$ cat src/rtl/fc_seq_pkg.sv
// Shared types and sizing helpers for the time-multiplexed fully connected layer.
package fc_seq_pkg;

  typedef enum logic [2:0] {
    IDLE  = 3'd0,
    MAC   = 3'd1,
    DRAIN = 3'd2,
    EMIT  = 3'd3,
    DONE  = 3'd4
  } fc_seq_state_t;

  // Accumulator width that cannot overflow for in_len full-width products.
  function automatic int unsigned acc_width(input int unsigned width, input int unsigned in_len);
    return 2 * width + $clog2(in_len) + 1;
  endfunction

  // Address width, never narrower than one bit.
  function automatic int unsigned addr_w(input int unsigned n);
    return (n > 1) ? $clog2(n) : 1;
  endfunction

endpackage

$ cat src/rtl/fc_mac_unit.sv
// Signed multiply with a wide accumulator; next_acc exposes acc + current product.
module fc_mac_unit
  import fc_seq_pkg::*;
#(
  parameter int unsigned WIDTH = 32,
  parameter int unsigned ACC_W = acc_width(32, 16)
) (
  input  logic                    clk,
  input  logic                    rst,
  input  logic                    clear,
  input  logic                    en,
  input  logic signed [WIDTH-1:0] a,
  input  logic signed [WIDTH-1:0] b,
  output logic signed [ACC_W-1:0] acc,
  output logic signed [ACC_W-1:0] next_acc
);

  logic signed [2*WIDTH-1:0] prod;
  logic signed [ACC_W-1:0]   acc_q;
  logic signed [ACC_W-1:0]   acc_d;

  // Full-precision product and next accumulator value.
  always_comb begin
    prod     = a * b;
    next_acc = acc_q + ACC_W'(prod);
    acc_d    = acc_q;
    if (clear) begin
      acc_d = '0;
    end else if (en) begin
      acc_d = next_acc;
    end
  end

  // Accumulator register.
  always_ff @(posedge clk) begin
    if (rst) begin
      acc_q <= '0;
    end else begin
      acc_q <= acc_d;
    end
  end

  assign acc = acc_q;

endmodule

$ cat src/rtl/fc_sequencer.sv
// Fully connected layer y = W x + b, one MAC per cycle, results as a valid/ready stream.
module fc_sequencer
  import fc_seq_pkg::*;
#(
  parameter  int unsigned WIDTH      = 32,
  parameter  int unsigned FRAC_BITS  = 16,
  parameter  int unsigned IN_LENGTH  = 16,
  parameter  int unsigned OUT_LENGTH = 16,
  localparam int unsigned WA_W       = addr_w(OUT_LENGTH * IN_LENGTH),
  localparam int unsigned XA_W       = addr_w(IN_LENGTH),
  localparam int unsigned BA_W       = addr_w(OUT_LENGTH)
) (
  input  logic             clk,
  input  logic             rst,
  input  logic             start,
  output logic             busy,
  output logic             done,
  output logic             mem_rd_en,
  output logic [WA_W-1:0]  w_addr,
  output logic [XA_W-1:0]  x_addr,
  output logic [BA_W-1:0]  b_addr,
  input  logic [WIDTH-1:0] w_rdata,
  input  logic [WIDTH-1:0] x_rdata,
  input  logic [WIDTH-1:0] b_rdata,
  output logic             out_valid,
  input  logic             out_ready,
  output logic [WIDTH-1:0] out_data,
  output logic [BA_W-1:0]  out_index
);

  localparam int unsigned ACC_W = acc_width(WIDTH, IN_LENGTH);

  fc_seq_state_t           state_q, state_d;
  logic [BA_W-1:0]         o_q, o_d;
  logic [XA_W-1:0]         j_q, j_d;
  logic [WA_W-1:0]         w_addr_q, w_addr_d;
  logic                    acc_en_q;
  logic                    acc_clear;
  logic                    out_valid_q, out_valid_d;
  logic [WIDTH-1:0]        out_data_q, out_data_d;
  logic [BA_W-1:0]         out_index_q, out_index_d;
  logic signed [ACC_W-1:0] acc, next_acc, final_acc;

  fc_mac_unit #(
    .WIDTH (WIDTH),
    .ACC_W (ACC_W)
  ) u_mac (
    .clk      (clk),
    .rst      (rst),
    .clear    (acc_clear),
    .en       (acc_en_q),
    .a        (w_rdata),
    .b        (x_rdata),
    .acc      (acc),
    .next_acc (next_acc)
  );

  // Row sum including the product that lands in the DRAIN cycle.
  assign final_acc = acc_en_q ? next_acc : acc;

  // Sequencer next-state, counters and output register.
  // The bias read issued during MAC is already valid in DRAIN, so the result is
  // registered on the DRAIN->EMIT edge and out_valid rises on EMIT entry.
  always_comb begin
    state_d     = state_q;
    o_d         = o_q;
    j_d         = j_q;
    w_addr_d    = w_addr_q;
    out_valid_d = out_valid_q;
    out_data_d  = out_data_q;
    out_index_d = out_index_q;
    acc_clear   = 1'b0;
    case (state_q)
      IDLE: begin
        if (start) begin
          state_d   = MAC;
          o_d       = '0;
          j_d       = '0;
          w_addr_d  = '0;
          acc_clear = 1'b1;
        end
      end
      MAC: begin
        if (j_q == XA_W'(IN_LENGTH - 1)) begin
          state_d = DRAIN;
        end else begin
          j_d      = j_q + 1'b1;
          w_addr_d = w_addr_q + 1'b1;
        end
      end
      DRAIN: begin
        state_d     = EMIT;
        out_valid_d = 1'b1;
        out_index_d = o_q;
        out_data_d  = WIDTH'((final_acc >>> FRAC_BITS) + ACC_W'(signed'(b_rdata)));
      end
      EMIT: begin
        if (out_ready) begin
          out_valid_d = 1'b0;
          if (o_q == BA_W'(OUT_LENGTH - 1)) begin
            state_d = DONE;
          end else begin
            state_d   = MAC;
            o_d       = o_q + 1'b1;
            j_d       = '0;
            w_addr_d  = w_addr_q + 1'b1;
            acc_clear = 1'b1;
          end
        end
      end
      DONE: begin
        state_d = IDLE;
      end
      default: begin
        state_d = IDLE;
      end
    endcase
  end

  // State and datapath registers.
  always_ff @(posedge clk) begin
    if (rst) begin
      state_q     <= IDLE;
      o_q         <= '0;
      j_q         <= '0;
      w_addr_q    <= '0;
      acc_en_q    <= 1'b0;
      out_valid_q <= 1'b0;
      out_data_q  <= '0;
      out_index_q <= '0;
    end else begin
      state_q     <= state_d;
      o_q         <= o_d;
      j_q         <= j_d;
      w_addr_q    <= w_addr_d;
      acc_en_q    <= (state_q == MAC);
      out_valid_q <= out_valid_d;
      out_data_q  <= out_data_d;
      out_index_q <= out_index_d;
    end
  end

  assign busy      = (state_q == MAC) || (state_q == DRAIN) || (state_q == EMIT);
  assign done      = (state_q == DONE);
  assign mem_rd_en = (state_q == MAC) || (state_q == DRAIN);
  assign w_addr    = w_addr_q;
  assign x_addr    = j_q;
  assign b_addr    = o_q;
  assign out_valid = out_valid_q;
  assign out_data  = out_data_q;
  assign out_index = out_index_q;

endmodule

$ cat config.mk
export PLATFORM = sky130hd
export DESIGN_NAME = fc_sequencer
export DESIGN_NICKNAME = d
export VERILOG_FILES = /design/src/rtl/fc_seq_pkg.sv /design/src/rtl/fc_mac_unit.sv /design/src/rtl/fc_sequencer.sv
export SDC_FILE = /design/constraint.sdc
export NUM_CORES = 2
export LEC_CHECK = 0
export ABC_AREA = 1
export CAP_MARGIN = 5
export CORE_UTILIZATION = 48
export DETAILED_ROUTE_END_ITERATION = 16
export GPL_ROUTABILITY_DRIVEN = 1
export HOLD_SLACK_MARGIN = 0.05
export PLACE_DENSITY = 0.68
export RECOVER_POWER = 50
export SETUP_SLACK_MARGIN = 0.2
export SLEW_MARGIN = 20
export SYNTH_ARGS = -nofsm -noshare
export SYNTH_HDL_FRONTEND = slang
export SYNTH_SLANG_ARGS = --single-unit
$ cat constraint.sdc
create_clock -name clk -period 9.6 [get_ports clk]
set_input_delay 1.44 -clock clk [delete_from_list [all_inputs] [get_ports clk]]
set_output_delay 1.44 -clock clk [all_outputs]
set_load 0.01 [all_outputs]
==> metrics.md <==
| Metric | Value |
|---|---|
| Worst slack after detailed placement | `-0.745 ns` |
| Count of hold-fix buffers inserted at cts | `0` |
| Clock transition time at the flip-flop clock pins of the worst setup and hold paths | `approximately 0.080 ns` |
| Half-perimeter wire length after detailed placement | `93.7 mm` |
| Failing checks | `capacitance limit, slew limit` |
| Final max-slew violation count | `90` |
| Hold crit path type | `flop to flop` |
| Number of buffers created by CTS | `9` |
| Vias in the first global route | `between 30k and 40k` |
| Final critical-path share of the clock period | `~98%` |
| Reported max-cap violation count | `2` |
| Clk sink count | `approximately 110` |
| Sequential-to-total area share from yosys stat | `approximately 5.4%` |
| Fin cells | `between 6k and 7k` |
| Timing-limited maximum frequency | `approximately 110 MHz` |
| DRT antenna net count | `0` |
| Maximum buffer depth of the clock tree | `2` |
| Die ar. | `between 80,000 and 90,000 sq um` |
| Final Hold Viols | `0` |
| Number of core rows | `104` |
| Remaining max-slew budget at the tightest pin | `-124%` |
| Initial antenna violation count | `1` |
| Kind of launch point of the worst setup path | `input pin` |
| Number of antenna cells inserted | `0` |
| Drc violations | `0` |
| Outcome | `finished, violations left` |
| RSZ-0062 raised after global routing | `yes` |
| Routability Congestion | `about 0.94` |
| Largest net degree at the start of global routing | `57` |
| Startpoint of the lowest-slack hold path | `out_valid` |
| Drt initial violations | `~2.8k` |
| Type of element capturing the critical path | `flop` |
| Post-route worst setup slack | `roughly 0.2 ns` |
| Clock period minus final worst setup slack | `about 9.4 ns` |
| Die Span Y | `287 microns` |
| CP bufs+invs | `9` |
| FF+latch count, synth | `105` |
| Utilization of the core after routing | `between 60% and 70%` |
| CTS root buf | `sky130_fd_sc_hd__clkbuf_16` |
| Number of nets produced by synthesis | `between 6k and 7k` |
| Post-Synthesis Cells | `around 5.1k` |
| Mean instance size in the synthesized netlist | `approximately 7.7 sq um` |
| # nets final | `7,060` |
| Data required time at the worst endpoint | `9.87 ns` |
| Crit path largest cell delay | `approximately 0.58 ns` |
| Worst-path cell with the longest stage delay | `sky130_fd_sc_hd__fa_1` |
| GRT Util Overall | `30.5%` |
| Core outline area | `just over 80,000 sq um` |
| TritonCTS clock tree | `built` |
| Grt total ovfl | `0` |
| # placed instances | `6,647` |
| Number of enable-type register cells in the synthesized netlist | `0` |
| Actual transition at the worst max-transition pin | `3.35 ns` |
| Detail-routed via count per cell | `around 5.1` |
| Starting density of the core | `approximately 49%` |
| Deepest level of the CTS H-tree | `3` |
| IO Count | `roughly 160` |
| Area added between synthesis and finish | `32.1%` |
| Number of distinct library cell variants in the gate-level netlist after synthesis | `65` |
| Origin of the worst setup path | `x_rdata[0]` |
| Via count | `35.0k` |
| Routed length per placed instance | `18.3 microns` |
| Clock latency on the worst-skew pair | `about 0.39 ns` |
| Startpoint of the worst register-to-register path | `u_mac.acc[25]` |
| Family of cells with the greatest summed delay on the critical path | `adder cells` |
| Data arrival time of the critical path | `between 9 and 10 ns` |
| Critical Path Most Common Cell | `sky130_fd_sc_hd__fa_1` |
| Biggest fanout along the worst timing path | `7` |
| Total wire length after detailed routing | `approximately 130 mm` |
| Final setup skew | `approximately 0.019 ns` |
| Proportion of synthesized flip-flops having asynchronous set or reset | `0%` |
| Final setup violation count | `0` |
| Post-synthesis instance area | `39,100 sq um` |
| Critical path class | `input pin to flop` |
| # port buffers | `approximately 160` |
| Count of yosys warnings during synthesis | `0` |
| Wire length of the first global-routing pass | `~200 mm` |
| Post-synth top flop | `sky130_fd_sc_hd__dfxtp_1` |
| Floorplan die width | `287 microns` |
| Number of detailed-routing iterations run before antenna repair | `6` |
| Fraction of layout cells with a size suffix above 1 | `around 25%` |
tightest hold or removal path: cells and delay by family, from the launching register on:
family,cells,cell delay [ns]
compound gates,1,0.05
simple gates,1,0.06
flops,1,0.32
stage by stage:
step / cell area, sq um / hold WS [ns] / TNS (ns)
after floorplan: 39100 / 0.445 / 0
after global placement: 46100 / 0.454 / -10.39
after detailed placement: 46100 / 0.461 / -11.59
after CTS: 49600 / 0.477 / 0
after global routing: 51600 / 0.512 / -0.148
final: 51600 / 0.473 / 0
routing by layer:
metal  vias up  part of all wire [%]  track usage, %
li1      15700                     -               -
met1     17200                    40            41.4
met2      1689                    46            49.1
met3       390                   8.9            5.26
met4         2                   5.5            11.0
met5         -                 0.010               0
path summary, 6_finish.rpt:
kind,end,slack [ns],cells after the start
worst max register to register,out_data[21],1.30,32
worst min register to register,out_valid,0.47,2
worst max-delay path,out_data[21],0.20,34
worst min-delay path,out_valid,0.47,2
area by class of cell:
cell class | instances | area, sq um
Clock inverter | 7 | 86.3
Tap cell | 1060 | 1330
Clock buffer | 9 | 225
Multi-Input combinational cell | 3075 | 32200
Sequential cell | 105 | 2100
Inverter | 1704 | 6410
Fill cell | 6384 | 28900
Timing Repair Buffer | 940 | 9260
synth_stat cells (all sizes together), types with 3 or more instances:
cell / count / share of area (%)
inv: 1703 / 16
nand2: 1227 / 12
fa: 905 / 46
ha: 220 / 7.0
clkbuf: 171 / 1.6
a21oi: 159 / 2.3
nor2: 154 / 1.6
dfxtp: 105 / 5.4
o21ai: 102 / 1.4
nand3: 80 / 1.0
buf: 39 / 0.53
xor2: 33 / 0.74
xnor2: 29 / 0.65
o21bai: 25 / 0.51
nor3: 20 / 0.30
or2: 20 / 0.33
a31oi: 12 / 0.21
o211ai: 12 / 0.23
nand4: 11 / 0.18
nor4: 10 / 0.21
a21o: 9 / 0.17
a21boi: 8 / 0.16
o221ai: 7 / 0.16
o21a: 6 / 0.12
a211oi: 5 / 0.12
a221oi: 4 / 0.090
nand3b: 3 / 0.058
cell families (layout without fill, tap and decap cells):
| group | after synthesis | in the layout | share of synthesized area, % |
|---|---|---|---|
| and+or+nand+nor | 1532 | 1532 | 15.7 |
| xor gates and xnor gates | 62 | 62 | 1.39 |
| buffers and inverters | 1914 | 2660 | 18.5 |
| adders and majority gates | 1125 | 1125 | 53.4 |
| DFF | 105 | 105 | 5.38 |
| AOI/OAI and AO/OA | 356 | 356 | 5.63 |
layout by cell type, fill, tap and decap left out, types with 46 or more instances in the layout:
cell type / instances
sky130_fd_sc_hd__dlygate4sd3_1: 57
sky130_fd_sc_hd__nor2_1: 101
sky130_fd_sc_hd__buf_6: 76
sky130_fd_sc_hd__buf_12: 69
sky130_fd_sc_hd__a21oi_1: 74
sky130_fd_sc_hd__o21ai_0: 46
sky130_fd_sc_hd__buf_4: 610
sky130_fd_sc_hd__nand3_1: 56
sky130_fd_sc_hd__a21oi_2: 76
sky130_fd_sc_hd__fa_1: 830
sky130_fd_sc_hd__inv_1: 1589
sky130_fd_sc_hd__ha_1: 162
sky130_fd_sc_hd__inv_2: 107
sky130_fd_sc_hd__fa_2: 75
sky130_fd_sc_hd__nand2_1: 1111
sky130_fd_sc_hd__nand2_2: 93
sky130_fd_sc_hd__dfxtp_1: 104
sky130_fd_sc_hd__ha_4: 55
registers in the layout (all words and copies together), names as in the netlist:
name,count
b_addr,4
out_valid,1
x_addr,4
out_data,32
w_addr,8
acc_en_q,1
state_q,3
out_index,4
u_mac.acc,48
timing repair:
item                       CTS  global route
cloned                      31             8
pin swaps                  169           321
buffers inserted           125            73
setup endpoints to repair   21            25
resized for setup          440           608
Power is not shown: default switching activity piles up to over one toggle a cycle in this logic, so the estimate is an artifact.
